### src/rtl/mxv_pkg.sv
// Shared types and constants for the matrix-vector sequencer.
package mxv_pkg;

  typedef enum logic [2:0] {
    IDLE,
    CLEAR,
    MAC,
    SAVE,
    TRANSMIT,
    FINISH
  } state_t;

  localparam logic MODE_COMPUTE = 1'b0;
  localparam logic MODE_RETX    = 1'b1;

  // Index width for a range of n values; never narrower than one bit.
  function automatic int unsigned idx_width(input int unsigned n);
    return (n > 1) ? $clog2(n) : 1;
  endfunction

endpackage

### src/rtl/mxv_idx_counter.sv
// Wrapping index counter: counts 0..LAST on inc, synchronous clear wins over inc.
module mxv_idx_counter #(
  parameter int unsigned W    = 1,
  parameter int unsigned LAST = 0
) (
  input  logic         clk,
  input  logic         rst,
  input  logic         inc,
  input  logic         clr,
  output logic [W-1:0] value,
  output logic         wrap
);

  // Terminal beat: this increment returns the index to zero.
  always_comb begin
    wrap = inc && (value == W'(LAST));
  end

  // Index register with async active-low reset.
  always_ff @(posedge clk or negedge rst) begin
    if (!rst) begin
      value <= '0;
    end else if (clr) begin
      value <= '0;
    end else if (inc) begin
      value <= wrap ? '0 : value + W'(1);
    end
  end

endmodule

### src/rtl/mxv_sequencer.sv
// Matrix-vector multiply sequencer: per row clears the accumulator, pops COLS
// operands, saves the result, then transmits all result slots.
module mxv_sequencer
  import mxv_pkg::*;
#(
  parameter int unsigned ROWS = 4,
  parameter int unsigned COLS = 4
) (
  input  logic                         clk,
  input  logic                         rst,
  input  logic                         start,
  input  logic                         mode,
  input  logic                         abort,
  input  logic                         fifo_empty,
  output logic                         pop,
  output logic                         acc_clr,
  output logic                         acc_wr,
  output logic [idx_width(ROWS)-1:0]   row_idx,
  output logic [idx_width(COLS)-1:0]   col_idx,
  output logic                         tx_req,
  output logic [idx_width(ROWS)-1:0]   tx_idx,
  input  logic                         tx_ack,
  output logic                         busy,
  output logic                         done,
  output logic                         aborted
);

  localparam int unsigned RW = idx_width(ROWS);
  localparam int unsigned CW = idx_width(COLS);

  state_t state;
  state_t state_nxt;

  logic abort_take;
  logic row_inc;
  logic tx_inc;
  logic row_wrap;
  logic col_wrap;
  logic tx_wrap;

  // Abort only counts while an operation is in progress.
  always_comb begin
    abort_take = abort && (state != IDLE);
    row_inc    = (state == SAVE);
    tx_inc     = (state == TRANSMIT) && tx_ack;
  end

  mxv_idx_counter #(.W(RW), .LAST(ROWS - 1)) u_row_cnt (
    .clk   (clk),
    .rst   (rst),
    .inc   (row_inc),
    .clr   (abort_take),
    .value (row_idx),
    .wrap  (row_wrap)
  );

  mxv_idx_counter #(.W(CW), .LAST(COLS - 1)) u_col_cnt (
    .clk   (clk),
    .rst   (rst),
    .inc   (pop),
    .clr   (abort_take),
    .value (col_idx),
    .wrap  (col_wrap)
  );

  mxv_idx_counter #(.W(RW), .LAST(ROWS - 1)) u_tx_cnt (
    .clk   (clk),
    .rst   (rst),
    .inc   (tx_inc),
    .clr   (abort_take),
    .value (tx_idx),
    .wrap  (tx_wrap)
  );

  // State register.
  always_ff @(posedge clk or negedge rst) begin
    if (!rst) begin
      state <= IDLE;
    end else begin
      state <= state_nxt;
    end
  end

  // Next-state logic; abort overrides every transition. Mode only steers the
  // IDLE exit, so once an operation starts its path is fixed by the state.
  always_comb begin
    state_nxt = state;
    if (abort_take) begin
      state_nxt = IDLE;
    end else begin
      case (state)
        IDLE:     if (start && !abort)
                    state_nxt = (mode == MODE_RETX) ? TRANSMIT : CLEAR;
        CLEAR:    state_nxt = MAC;
        MAC:      if (col_wrap) state_nxt = SAVE;
        SAVE:     state_nxt = row_wrap ? TRANSMIT : CLEAR;
        TRANSMIT: if (tx_wrap) state_nxt = FINISH;
        FINISH:   state_nxt = IDLE;
        default:  state_nxt = IDLE;
      endcase
    end
  end

  // Moore output decode; pop additionally gated by FIFO availability.
  always_comb begin
    pop     = (state == MAC) && !fifo_empty;
    acc_clr = (state == CLEAR);
    acc_wr  = (state == SAVE);
    tx_req  = (state == TRANSMIT);
    busy    = (state != IDLE);
    done    = (state == FINISH);
  end

  // One-cycle cancel pulse, registered alongside the return to IDLE.
  always_ff @(posedge clk or negedge rst) begin
    if (!rst) begin
      aborted <= 1'b0;
    end else begin
      aborted <= abort_take;
    end
  end

endmodule

### config.mk
export PLATFORM = sky130hd
export DESIGN_NAME = mxv_sequencer
export DESIGN_NICKNAME = d
export VERILOG_FILES = /design/src/rtl/mxv_pkg.sv /design/src/rtl/mxv_idx_counter.sv /design/src/rtl/mxv_sequencer.sv
export SDC_FILE = /design/constraint.sdc
export NUM_CORES = 1
export LEC_CHECK = 0
export CAP_MARGIN = 20
export CORE_MARGIN = 2
export CORE_UTILIZATION = 29
export DETAILED_ROUTE_END_ITERATION = 10
export DONT_BUFFER_PORTS = 1
export SLEW_MARGIN = 20
export SYNTH_ARGS = -nofsm -noshare
export SYNTH_HDL_FRONTEND = slang
export SYNTH_HIERARCHICAL = 1
export SYNTH_SLANG_ARGS = --single-unit
### constraint.sdc
create_clock -name clk -period 2.6 [get_ports clk]
set_clock_uncertainty 0.2 [all_clocks]
set_input_delay 0.26 -clock clk [delete_from_list [all_inputs] [get_ports clk]]
set_output_delay 0.26 -clock clk [all_outputs]
set_load 0.01 [all_outputs]
-- Word level (Yosys, flattened, before mapping)
Index checks and enable logic that the tools add are counted.
- flip-flop bits (word level): 10
- output and inout port bits: 13
- add/sub/neg operators: 3
- equality and inequality tests: 11
- muxes and demuxes: 16
- reduce and logical (&&, ||, !) cells: 15
- operators by type and width (operator ; number):
    $mux W2 ; 9
    $mux W3 ; 6
    $pmux W3 S5 ; 1
    $logic_and A1 B1 Y1 ; 7
    $add A2 B1 Y2 const B ; 3
    $eq A2 B2 Y1 const B ; 3
    $eq A3 B2 Y1 const B ; 2
    $eq A3 B3 Y1 const B ; 2
    $reduce_bool A2 Y1 ; 3
    $eq A3 B1 Y1 const B ; 1
    $logic_not A3 Y1 ; 1
    $ne A3 B1 Y1 const B ; 1
    $ne A3 B2 Y1 const B ; 1
    $ne A3 B3 Y1 const B ; 1
    $reduce_and A3 Y1 ; 1
    $reduce_bool A3 Y1 ; 1
    $logic_not A1 Y1 ; 2

-- Depth between registers and ports, before layout
Gate-level depths: netlist of the first run.
- word-level depth: 6
- depth in mapped cells: 8
- depth with buffers taken out: 7

-- By module
Netlist of the first run, hierarchy kept.
- modules (own cells, without submodules) (module ; times used ; cells an instance ; area an instance (µm²) ; sequential area each (µm²)):
    mxv_idx_counter ; 3 ; 9 ; 106.4 ; 50.0
    mxv_sequencer ; 1 ; 36 ; 302.8 ; 100.1

-- Worst setup path after synthesis of the first run
Ideal clock, no wire load.
- path type: register -> register
- start point: reg state[0]
- end point: reg state[0]
- setup time: 0.119 ns
- data arrival time: 1.897 ns
- data required time: 2.281 ns
- setup slack: 0.384 ns
- cell stages (with the launch flop): 9
- path buffers: 1
- period minus slack after synthesis: 2.216 ns
- cell sequence: dfrtp_1 clkbuf_1 inv_1 nor3b_1 and2_1 a21oi_1 a21oi_1 nor2_1 o21a_1
- word-level cells in the longest chain between the ends: 5
- elaborated cells between the ends (all ways): 19
- those cells by class: eq/ne: 7; mux: 3; reduce/logical: 9
- RTL lines (what ; RTL line ; text):
    start, declared ; mxv_sequencer.sv:31 ; state_t state;
    start signal, assigned ; mxv_sequencer.sv:80 ; state <= state_nxt;
    $eq A3 B2 Y1 ; n/a ;
    net acc_wr ; mxv_sequencer.sv:17 ; output logic acc_wr,
    $logic_and A1 B1 Y1 ; mxv_idx_counter.sv:16 ; wrap = inc && (value == W'(LAST));
    net row_wrap ; mxv_sequencer.sv:37 ; logic row_wrap;
    $mux W3 ; mxv_sequencer.sv:96 ; SAVE: state_nxt = row_wrap ? TRANSMIT : CLEAR;
    $pmux W3 S5 ; mxv_sequencer.sv:91 ; case (state)
    $mux W3 ; mxv_sequencer.sv:88 ; if (abort_take) begin
The timed path passes the listed nets, and every way through them passes these cells.
A chain may end at the register's enable or synchronous reset.

-- Worst setup path after layout of the first run
- start point: reg state[2]
- end point: reg state[2]
- word-level cells in the longest chain between the ends: 5
- elaborated cells between the ends (all ways): 19
- those cells by class: eq/ne: 7; mux: 3; reduce/logical: 9
- RTL lines (what ; RTL line ; text):
    $eq A3 B3 Y1 ; n/a ;
    net tx_req ; mxv_sequencer.sv:20 ; output logic tx_req,
    $logic_and A1 B1 Y1 ; mxv_sequencer.sv:45 ; tx_inc = (state == TRANSMIT) && tx_ack;
    net tx_inc ; mxv_sequencer.sv:36 ; logic tx_inc;
    $logic_and A1 B1 Y1 ; mxv_idx_counter.sv:16 ;
    net tx_wrap ; mxv_sequencer.sv:39 ; logic tx_wrap;
    $ne A3 B1 Y1 (no source line) ; n/a ;
    $reduce_and A3 Y1 (no source line) ; n/a ;
The timed path passes the listed nets, and every way through them passes these cells.

==> results of run 1 <==
-- through the flow --
step / utilization / instance area [um^2] / hold WS (ps) / setup slack, ps
2_1_floorplan: - / 621.8 / -235.6 / 384.1
3_3_place_gp: 0.3350 / 670.6 / -235.4 / 489.1
3_5_place_dp: 0.3350 / 670.6 / -235.3 / 435.2
4_1_cts: 0.3631 / 726.9 / 0.5279 / 406.0
5_1_grt: 0.3681 / 737.0 / 2.049 / 287.7
6_report: 0.3681 / 737.0 / 17.91 / 407.5
-- final timing paths --
path	end	slack (ps)	cells after the start
max reg2reg	state[2]$_DFFE_PN0P_	410	7
max in group asynchronous	u_row_cnt/value[1]$_DFFE_PN0P_	1710	1
min in group asynchronous	u_col_cnt/value[0]$_DFFE_PN0P_	170	1
min	state[2]$_DFFE_PN0P_	20	2
min reg2reg	state[1]$_DFFE_PN0P_	400	2
max	state[2]$_DFFE_PN0P_	410	7
-- critical path, stage by stage, from the launching register on --
cell                        delay [ps]
sky130_fd_sc_hd__dfrtp_1           390
sky130_fd_sc_hd__or2b_1            230
sky130_fd_sc_hd__nor2_1            120
sky130_fd_sc_hd__and2_1            210
sky130_fd_sc_hd__and2_1            180
sky130_fd_sc_hd__a2111oi_1         400
sky130_fd_sc_hd__o21bai_1          130
sky130_fd_sc_hd__o22a_1            230
-- routing by layer --
layer / part of all wire / up-vias / GRT usage
met5: 0 / - / 0
met4: 0 / 0 / 0.02703
met3: 0.079 / 0 / 0.07143
met2: 0.45 / 16 / 0.1667
met1: 0.47 / 239 / 0.1391
li1: - / 238 / -
-- cells by family after synthesis --
| logic type | Yosys count | share of synthesized area |
|---|---|---|
| flip-flops | 10 | 0.4024 |
| AO/OA/AOI/OAI | 10 | 0.1207 |
| AND/OR/NAND/NOR | 32 | 0.3119 |
| multiplexers | 3 | 0.04829 |
| XOR/XNOR | 1 | 0.01409 |
| adder cells (fa/ha/maj) | 3 | 0.06037 |
| buffers and inverters | 4 | 0.04225 |
-- flip-flops by register name (all words and copies together), names as in the netlist --
register and cells:
u_row_cnt/value 2, u_tx_cnt/value 2, u_col_cnt/value 2, aborted 1, state 3
-- what timing repair did --
item,4_1_cts,5_1_grt
hold endpoints to repair,11,1
buffers inserted,0,0
hold buffers,2,1
gates resized for setup,0,0
-- cell type report --
type                            count  area [um^2]
Multi-Input combinational cell     49        345.3
Clock buffer                        4        36.28
Timing Repair Buffer                8        67.56
Tap cell                           27        33.78
Sequential cell                    10        250.2
Fill cell                         205         1265
Inverter                            1        3.754
-- synth_stat cells, drive strengths merged --
cell,n,share of area
a2111oi,1,0.016
a21oi,6,0.066
and2,5,0.054
buf,2,0.030
clkbuf,1,0.0060
dfrtp,10,0.40
ha,3,0.060
inv,1,0.0060
mux2i,3,0.048
nand2,1,0.0060
nand2b,3,0.030
nand4b,1,0.014
nor2,9,0.054
nor3,4,0.032
nor3b,2,0.024
nor4,1,0.010
o21a,1,0.012
o21bai,1,0.012
o22a,1,0.014
or2b,1,0.012
or3,1,0.018
or3b,4,0.056
xnor2,1,0.014
-- power by group through the flow --
stage	logic, mW	registers (mW)	clock network [mW]
2_1_floorplan	0.279	0.252	0
3_3_place_gp	0.323	0.260	0
3_5_place_dp	0.334	0.263	0
4_1_cts	0.340	0.261	0.150
5_1_grt	0.375	0.267	0.162
6_report	0.337	0.259	0.146
==> results.txt, run 1 <==
- The critical path in this run is classified as reg -> reg.
- Number of global-route vias before repair: roughly 460
- Final global-route overflow total: 0
* Wire length of the first global-routing pass: approximately 2100 um
- Post-layout nets: just over 80
- Layout-stage area growth over the synthesis result: 18.51%
- At the worst endpoint, the arrival time is 2160 ps.
- Count of pins over their slew limit: 0
* Clock transition at the registers of the reported paths: about 80 ps
- Row cnt: 16
- Counting every instance in the synthesized netlist gives 63.
- The worst setup path is launched from a flop.
* Endpoint kind of the worst setup timing path: flop
* Relative contribution of sequential cells to total power: 0.349
- Vertical extent of the die: 50.31 um
- Synthesized Nets: 73
- Skew-Pair Late Insertion Delay: around 270 ps
- The initial antenna violation count came to 0.
- Across every metal layer, demand over resource in global routing totals 0.1135.
- 1st-iter DRT viols: 4
- Total power density per cell area: 1007 nW/um^2
- Post-route ant nets: 0
- Count of buffers from port buffering: 0
* Least-Margin Pin Slew: approximately 460 ps
* Start point of the critical path: state[2]$_DFFE_PN0P_
* Flop and latch count out of synthesis: 10
- Routability-driven placement finished with a final weighted congestion of roughly 0.80.
- After floorplanning, the core was sized to cover between 2000 and 2500 um^2.
- Outcome: finished clean
- Pin count of the biggest net entering global routing: 12
- Fraction of the yosys area taken by sequential cells: 0.4024
- Mapped Area: a little over 600 um^2
* Wire per inst: 13.24 um
* Die width: between 50 and 60 um
- Total half-perimeter wirelength after legalization and detailed placement: a little under 1000 um
* Net switching power of the design: ~0.3 mW
- Cell count after placement: roughly 90
- For this run, the number of standard cells in the final layout without fillers is a little under 100.
* Cell internal power dissipation: roughly 0.44 mW
- Of the total power, combinational logic draws 0.455.
* 1st-pass router iterations: 4
* P_leak: between 0.3 and 0.4 nW
- The die covers 2531 um^2.
- In the routed design, unresolved DRC markers number 0.
- The routed layout has between 400 and 500 vias.
- Counting distinct cell types in the post-synthesis netlist gives 27.
- The library cell used most frequently in the layout, excluding fill and tap cells, is sky130_fd_sc_hd__dfrtp_1.
* Count of final setup violators: 0
- During synthesis, Yosys emitted a total of 6 warnings.
* Max-cap violations: 0
- Max Root-Sink Buffers: 2
- Buffers inserted during clock tree synthesis total 3.
- During I/O placement, the number of pins put on the boundary was 20.
- Sw Share: 0.4029
* Clock tree from TritonCTS: built
* # H-tree levels: 1
* Shortest period the worst path allows: between 2000 and 2500 ps
- The tightest min-delay check is of the in -> reg type.
* Total negative slack for setup checks: 0 ps
- The share of total power dissipated in the clock network is 0.196.
- Static timing analysis puts the maximum clock frequency at roughly 460 MHz.
- Summing internal, switching and leakage power gives about 0.74 mW.
* Max_slew headroom: 0.6906
* Final hold vios: 0
- Total Routed Length: 1311 um
* Clock Sinks: 10
- Of the cells placed in the final design, the portion with a size suffix greater than 1 is 0.2083.
* Worst flop-to-flop path startpoint: state[2]$_DFFE_PN0P_
- STA puts the critical path data required time at 2570 ps.
- Hold_sp: abort
- The initial utilization of the core area, before any placement, comes to 0.3106.
- Per-cell via count in the routed design: roughly 5.0
- IR analysis of the VDD net gives a maximum drop of roughly 0.42 mV.
* Period Utilization, post-route: 0.8433
* Largest fanout on the critical path: 4
- The average instance in the mapped netlist occupies 9.871 um^2.
* Most frequent cells in the layout: sky130_fd_sc_hd__dfrtp_1, sky130_fd_sc_hd__nor2_1, sky130_fd_sc_hd__buf_4
- Setup repair after global routing left no endpoint under its margin.
* Antenna diode instance count: 0
- The root buffer cell chosen for the clock tree is sky130_fd_sc_hd__clkbuf_4.
No activity file was read; power rests on OpenSTA's default activity.
==> run 2: changes to the inputs <==
==> constraint.sdc (replaced) <==
create_clock -name clk -period 2 [get_ports clk]
set_clock_uncertainty 0.2 [all_clocks]
set_input_delay 0.2 -clock clk [delete_from_list [all_inputs] [get_ports clk]]
set_output_delay 0.2 -clock clk [all_outputs]
set_load 0.01 [all_outputs]
==> run 2 against run 1 <==
Effect of this change: worst setup slack lost 310 ps; critical endpoint unchanged; sequential share of layout area shrank 4.1 points; core utilization grew 5.3 points.
==> results.txt, run 2 (synthesis results as in run 1) <==
* Outcome: finished clean (unchanged)
- The clock-pin slew on the worst setup and hold paths came to 70 ps (was 80 ps).
- Clock tree from TritonCTS: built (unchanged)
- Max Freq: 525.9 MHz (was 456.1 MHz)
- The startpoint of the tightest hold check path is fifo_empty (was abort).
- Core Area: 2002 um^2 (unchanged)
- Clock Sinks: 10 (unchanged)
* Effective utilization at floorplan: 0.3106 (unchanged)
* Post-route ant nets: 0 (unchanged)
- Worst flop-to-flop path startpoint: state[2]$_DFFE_PN0P_ (unchanged)
- Total number of vias: 522 (was 493)
- Area of combinational cells with multiple inputs: 377.9 um^2 (was 345.3 um^2)
- Most common cell after layout, fill and taps aside: sky130_fd_sc_hd__buf_4 (was sky130_fd_sc_hd__dfrtp_1)
- Ports: 20 (unchanged)
- Shortest period the worst path allows: 1902 ps (was 2192 ps)
* Setup CP Type: reg -> reg (unchanged)
- Pin count of the biggest net entering global routing: 11 (was 12)
- Number of global-route vias before repair: 520 (was 461)
- The path length in cells of the critical path is 7 (unchanged).
- The width of the die was 50.31 um (unchanged).
- Total half-perimeter wirelength after legalization and detailed placement: 1027 um (was 962.8 um)
* Layout-stage area growth over the synthesis result: 35.61% (was 18.51%)
- The weighted congestion reported at the end of routability-driven placement is 0.7948 (was 0.7997).
* Final-layout worst hold slack: 23.20 ps (was 17.91 ps)
- The max-slew violation count is 0 (unchanged).
- Area enclosed by the die boundary: 2531 um^2 (unchanged)
* Max-cap violations: 0 (unchanged)
- The fraction of final layout cells with drive strength greater than 1 came to 0.4024 (was 0.2083).
- The global-route wire length before repair is 2270 um (was 2070 um).
- P_leak: 0.3873 nW (was 0.3287 nW)
- The cell area power density was 1318 nW/um^2 (was 1007 nW/um^2).
- RSZ-0062 raised after global routing: true (was false)
- Most frequent cells in the layout: sky130_fd_sc_hd__buf_4, sky130_fd_sc_hd__dfrtp_1, sky130_fd_sc_hd__nor2_1 (was sky130_fd_sc_hd__dfrtp_1, sky130_fd_sc_hd__nor2_1, sky130_fd_sc_hd__buf_4)
- Design Area, Final: 843.3 um^2 (was 737.0 um^2)
- The reg-to-reg endpoint was state[2]$_DFFE_PN0P_ (unchanged).
- Critical Path AT: 1850 ps (was 2160 ps)
* DRC errors left: 0 (unchanged)
* Count of final setup violators: 0 (unchanged)
- The flop-to-flop setup slack was 100 ps (was 410 ps).
- Depth of the worst hold-timing path: 3 (was 2)
* Element type at the critical path start: flop (unchanged)
- The global route total overflow came to 0 (unchanged).
- Non-filler instance count after layout: 109 (was 99)
- The final antenna diode count was 0 (unchanged).
- The via-per-instance ratio came to 4.789 (was 4.980).
- The number of flip-flops in the largest register is 3 (unchanged).
- The number of buffers on the longest clock path was 2 (unchanged).
* Largest delay share family, worst path: compound AO/OA/AOI/OAI gates (unchanged)
- Max_slew headroom: 0.7083 (was 0.6906)
* Skew-Pair Late Insertion Delay: 260 ps (was 270 ps)
* Least-Margin Pin Slew: 436.2 ps (was 462.6 ps)
- Global-route total usage across every layer: 0.1168 (was 0.1135)
* Crit path largest cell delay: 400 ps (about the same)
* Worst r2r path cells: 7 (unchanged)
- Placement-stage cell area: 740.7 um^2 (was 670.6 um^2)
- The level count of the clock H-tree is 1 (unchanged).
* Start point of the critical path: state[2]$_DFFE_PN0P_ (unchanged)
* CP cell instances: or2b_1, nor2_2, and2_4, and2_4, a2111oi_4, o21bai_1, o22a_1 (was or2b_1, nor2_1, and2_1, and2_1, a2111oi_1, o21bai_1, o22a_1)
- Antenna violations before repair: 0 (unchanged)
* Final hold vios: 0 (unchanged)
- The number of buffers inserted by port buffering is 0 (unchanged).
- The first-pass iteration count of the detailed router came to 4 (unchanged).
* TritonCTS buffer count: 3 (unchanged)
* Peak supply drop: 0.6006 mV (was 0.4190 mV)
- Sequential Area: 251.5 um^2 (was 250.2 um^2)
- The number of rows created at floorplan is 16 (unchanged).
* Capturing instance or port of the critical path: state[2]$_DFFE_PN0P_ (unchanged)
- The number of cells in the design after placement came to 97 (was 92).
- Critical path's most frequent cell: sky130_fd_sc_hd__and2_4 (was sky130_fd_sc_hd__and2_1)
* 1st-iter DRT viols: 15 (was 4)
* Wire per inst: 12.77 um (was 13.24 um)
- Clk Tree Root Cell: sky130_fd_sc_hd__clkbuf_4 (unchanged)
- Buffers & Inverters on Critical Path: 0 (unchanged)
- The worst hold path class is in -> reg (unchanged).
- The data required time of the worst path came to 1950 ps (was 2570 ps).
* Register bank with the most flops: state (unchanged)
- The cell with the largest stage delay on the worst path was sky130_fd_sc_hd__dfrtp_1 (was sky130_fd_sc_hd__a2111oi_1).
* Endpoint kind of the worst setup timing path: flop (unchanged)
* Total Routed Length: 1392 um (was 1311 um)
- The net count of the finished layout came to 93 (was 83).
* Vertical extent of the die: 50.31 um (unchanged)
- The fill cell total of the finished layout was 212 (was 205).
* Period Utilization, post-route: 0.9508 (was 0.8433)
* Largest fanout on the critical path: 4 (unchanged)
[run 2: changes by cell type in the layout (fill, tap and decap cells not counted), sizes merged]
| cell | delta |
|---|---|
| dlygate4sd3 | -1 |
| buf | +11 |
[run 2: stage by stage]
step	util	TNS [ps]	total power, mW	worst slack, ps
2_1_floorplan	-	0	0.7352	5.758
3_3_place_gp	0.3700	0	0.8622	84.09
3_5_place_dp	0.3700	0	0.8740	62.87
4_1_cts	0.3981	0	1.070	24.79
5_1_grt	0.4213	-34.17	1.197	-34.17
6_report	0.4213	0	1.112	98.41
[run 2: cell type report]
type                            count  share of cell area
Multi-Input combinational cell     49              0.4481
Sequential cell                    10              0.2982
Timing Repair Buffer               18              0.1662
Clock buffer                        4             0.04303
Tap cell                           27             0.04006
Inverter                            1            0.004451
[run 2: worst min path at each step]
| stage | to |
|---|---|
| after global placement | u_col_cnt/value[0]$_DFFE_PN0P_ |
| after global routing | u_col_cnt/value[0]$_DFFE_PN0P_ |
| final | u_col_cnt/value[0]$_DFFE_PN0P_ |
| after floorplan | aborted$_DFF_PN0_ |
| after detailed placement | u_col_cnt/value[0]$_DFFE_PN0P_ |
| after CTS | u_col_cnt/value[0]$_DFFE_PN0P_ |
[run 2: worst min-delay path, cell delays in order]
cell and delay, ps:
sky130_fd_sc_hd__nor2_2 30, sky130_fd_sc_hd__or3b_1 170, sky130_fd_sc_hd__a21oi_2 50
[run 2: routing by layer]
layer  part of all wire  global-route usage  vias up
met5                  0                   0        -
met4             0.0043             0.05405        0
met3              0.067             0.03571        2
met2               0.48              0.1886       18
met1               0.44              0.1418      241
li1                   -                   -      261
[run 2: power by group]
part	internal (mW)	leakage, nW	switching (mW)	total, mW
clock	0.110	0.0210	0.0678	0.178
sequential	0.268	0.134	0.0865	0.354
combinational	0.308	0.232	0.271	0.579
total	0.687	0.387	0.425	1.11
[run 2: what timing repair did]
| action | 4_1_cts | 5_1_grt |
|---|---|---|
| resized for setup | 0 | 1 |
| buffers inserted | 0 | 6 |
| hold endpoints to repair | 16 | 0 |
| setup endpoints to repair | 0 | 4 |
| hold buffers | 2 | 0 |
==> run 3: changes to the inputs <==
--- a/config.mk
+++ b/config.mk
@@ -10,6 +10,8 @@
 export CORE_UTILIZATION = 29
 export DETAILED_ROUTE_END_ITERATION = 10
 export DONT_BUFFER_PORTS = 1
+export HOLD_SLACK_MARGIN = 0.12
+export SETUP_SLACK_MARGIN = 0.1
 export SLEW_MARGIN = 20
 export SYNTH_ARGS = -nofsm -noshare
 export SYNTH_HDL_FRONTEND = slang
==> run 3 against run 2 <==
Effect of this change: via count is 1.9% lower; highest routed layer unchanged; largest cell class unchanged; cell count is 0.92% higher; total power is 1.1% lower; first-iteration DRC count is 80% lower; critical path type unchanged; critical endpoint unchanged.
==> results.txt, run 3 (synthesis results as in run 1) <==
- Most common cell after layout, fill and taps aside: sky130_fd_sc_hd__buf_4 (unchanged)
* Clock power frac: 0.159 (was 0.160)
* Design Area, Final: 865.8 um^2 (was 843.3 um^2)
- Count of pins over their slew limit: 0 (unchanged)
- Element type at the critical path start: flop (unchanged)
* Register bank with the most flops: state (unchanged)
- The number of top-level design ports was 20 (unchanged).
- The layout overhead on the synthesized area came to 39.24% (was 35.61%).
* Per-cell via count in the routed design: 4.655 (was 4.789)
- Part of the total power dissipated in combinational logic: 0.519 (was 0.521)
- The global router's overall resource usage came to 0.1043 (was 0.1168).
* Period Utilization, post-route: 0.9358 (was 0.9508)
- The worst-case headroom to the max-slew limit came to 0.7129 (was 0.7083).
* Post-route ant nets: 0 (unchanged)
- The first-pass iteration count of the detailed router is 3 (was 4).
- The clock buffer count from CTS was 3 (unchanged).
- The worst supply voltage drop on vdd was 0.4783 mV (was 0.6006 mV).
* Worst-case setup slack after placement: 118.1 ps (was 62.87 ps)
- The number of DRC markers in iteration 0 came to 3 (was 15).
* Final global-route overflow total: 0 (unchanged)
- The final worst hold slack is 114.1 ps (was 23.20 ps).
* Total number of vias: 512 (was 522)
* Total negative slack for setup checks: 0 ps (unchanged)
- The instance area after placement came to 753.2 um^2 (was 740.7 um^2).
* Post-layout nets: 94 (was 93)
- Final hold vios: 0 (unchanged)
* Largest fanout on the critical path: 4 (unchanged)
* Min setup slack post-route: 128.3 ps (was 98.41 ps)
* Effective utilization at floorplan: 0.3106 (unchanged)
- Core Area: 2002 um^2 (unchanged)
- The clock net sink count came to 10 (unchanged).
* Clock tree from TritonCTS: built (unchanged)
- Most frequent cells in the layout: sky130_fd_sc_hd__buf_4, sky130_fd_sc_hd__dfrtp_1, sky130_fd_sc_hd__nor2_1 (unchanged)
- The clock-pin slew on the worst setup and hold paths came to 60 ps (was 70 ps).
- The sum of internal, switching and leakage power is 1.100 mW (was 1.112 mW).
* P_leak: 0.3906 nW (was 0.3873 nW)
* Total power density per cell area: 1270 nW/um^2 (was 1318 nW/um^2)
* Share of layout cells above drive strength 1: 0.3735 (was 0.4024)
- Shortest period the worst path allows: 1872 ps (was 1902 ps)
- The multi-input gate area in the final layout came to 385.4 um^2 (was 377.9 um^2).
- The worst hold path class is in -> async (was in -> reg).
- Area enclosed by the die boundary: 2531 um^2 (unchanged)
- Critical path's most frequent cell: sky130_fd_sc_hd__and2_4 (unchanged)
* Total half-perimeter wirelength after legalization and detailed placement: 968.3 um (was 1027 um)
- Vertical extent of the die: 50.31 um (unchanged)
* Wire length of the first global-routing pass: 2021 um (was 2270 um)
- CP cell instances: or2b_1, nor2_2, and2_4, and2_4, a2111oi_4, o21bai_1, o22a_1 (unchanged).
- Endpoint kind of the worst setup timing path: flop (unchanged)
- End-of-flow core utilization: 0.4325 (was 0.4213)
- Clk Tree Root Cell: sky130_fd_sc_hd__clkbuf_4 (unchanged)
* Register-to-register path setup slack: 130 ps (was 100 ps)
- The final antenna diode count came to 0 (unchanged).
* Pin count of the biggest net entering global routing: 11 (unchanged)
- Outcome: finished clean (unchanged)
* Die width: 50.31 um (unchanged)
* # H-tree levels: 1 (unchanged)
- The via count of the first global-routing pass is 456 (was 520).
- Setup CP Type: reg -> reg (unchanged)
* Least-Margin Pin Slew: 429.2 ps (was 436.2 ps)
* Routability Congestion: 0.7196 (was 0.7948)
- RSZ-0062 raised after global routing: true (unchanged).
* Critical path required time: 1950 ps (about the same)
* DRC errors left: 0 (unchanged)
* Crit path largest cell delay: 420 ps (was 400 ps)
- The aggregate routed wire length was 1289 um (was 1392 um).
- Row cnt: 16 (unchanged)
* Critical Path AT: 1820 ps (was 1850 ps)
- Count of final setup violators: 0 (unchanged)
- Net switching power of the design: 0.4175 mW (was 0.4249 mW)
* Max Freq: 534.3 MHz (was 525.9 MHz)
- Antenna violations before repair: 0 (unchanged)
- The fill cell total of the finished layout came to 213 (was 212).
- Sequential Area: 251.5 um^2 (unchanged)
* Number of flip-flops in the largest register: 3 (unchanged)
- The switching part of the total was 0.3797 (was 0.3822).
- Wire per inst: 11.72 um (was 12.77 um)
- Skew-Pair Late Insertion Delay: 260 ps (about the same)
- The internal cell power is 0.6820 mW (was 0.6869 mW).
- The final instance count without filler cells was 110 (was 109).
- Cell count after placement: 98 (was 97)
- Relative contribution of sequential cells to total power: 0.322 (was 0.319)
* Count of buffers from port buffering: 0 (unchanged)
- The cell with the largest stage delay on the worst path was sky130_fd_sc_hd__dfrtp_1 (unchanged).
- Max-cap violations: 0 (unchanged)
* Max Root-Sink Buffers: 2 (unchanged)
[run 3: cell types whose count changed in the layout (fill, tap and decap cells not counted)]
cell,previous run,this run
sky130_fd_sc_hd__nor2_2,2,1
sky130_fd_sc_hd__or3b_4,0,1
sky130_fd_sc_hd__or3b_2,1,0
sky130_fd_sc_hd__nor2_4,0,1
sky130_fd_sc_hd__buf_4,16,14
sky130_fd_sc_hd__dlygate4sd3_1,2,5
[run 3: worst paths after layout]
path | start | to | depth (start not counted)
max in group asynchronous | rst | state[1]$_DFFE_PN0P_ | 1
worst min register to register | u_col_cnt/value[1]$_DFFE_PN0P_ | u_col_cnt/value[1]$_DFFE_PN0P_ | 2
worst max register to register | state[2]$_DFFE_PN0P_ | state[2]$_DFFE_PN0P_ | 7
worst min-delay path | rst | u_tx_cnt/value[0]$_DFFE_PN0P_ | 1
worst max-delay path | state[2]$_DFFE_PN0P_ | state[2]$_DFFE_PN0P_ | 7
min in group clk | abort | state[0]$_DFFE_PN0P_ | 4
[run 3: power by group through the flow]
stage,Combinational [mW],Sequential (mW),Clock (mW)
CTS,0.543,0.354,0.181
finish,0.570,0.354,0.175
global placement,0.521,0.353,0
floorplan,0.409,0.328,0
detailed placement,0.526,0.356,0
global route,0.626,0.364,0.190
[run 3: metal layers]
metal / global-route usage / wire length, um / vias up
met5: 0 / 0 / -
met4: 0.04054 / 5 / 0
met3: 0.03571 / 110 / 2
met2: 0.1513 / 565 / 15
met1: 0.1421 / 607 / 236
li1: - / - / 259
[run 3: cell type report]
| cell class | instances | share of cell area |
|---|---|---|
| flip-flops and latches | 10 | 0.2905 |
| repair buffers | 19 | 0.1792 |
| multi-input cells | 49 | 0.4451 |
| clock buffers | 4 | 0.04191 |
| inverters | 1 | 0.004335 |
| well taps | 27 | 0.03902 |
[run 3: critical path, delay by kind of cell (launching register included)]
kind,cells,cell delay (ps)
flip-flops,1,420
AND/OR/NAND/NOR,4,530
AO/OA/AOI/OAI,3,610
[run 3: what timing repair did]
item,4_1_cts,5_1_grt
endpoints found under the setup margin,1,4
buffers inserted,0,3
hold buffers,5,0
resized for setup,1,1
gates cloned,0,0
endpoints found under the hold margin,20,0
pin swaps,0,1
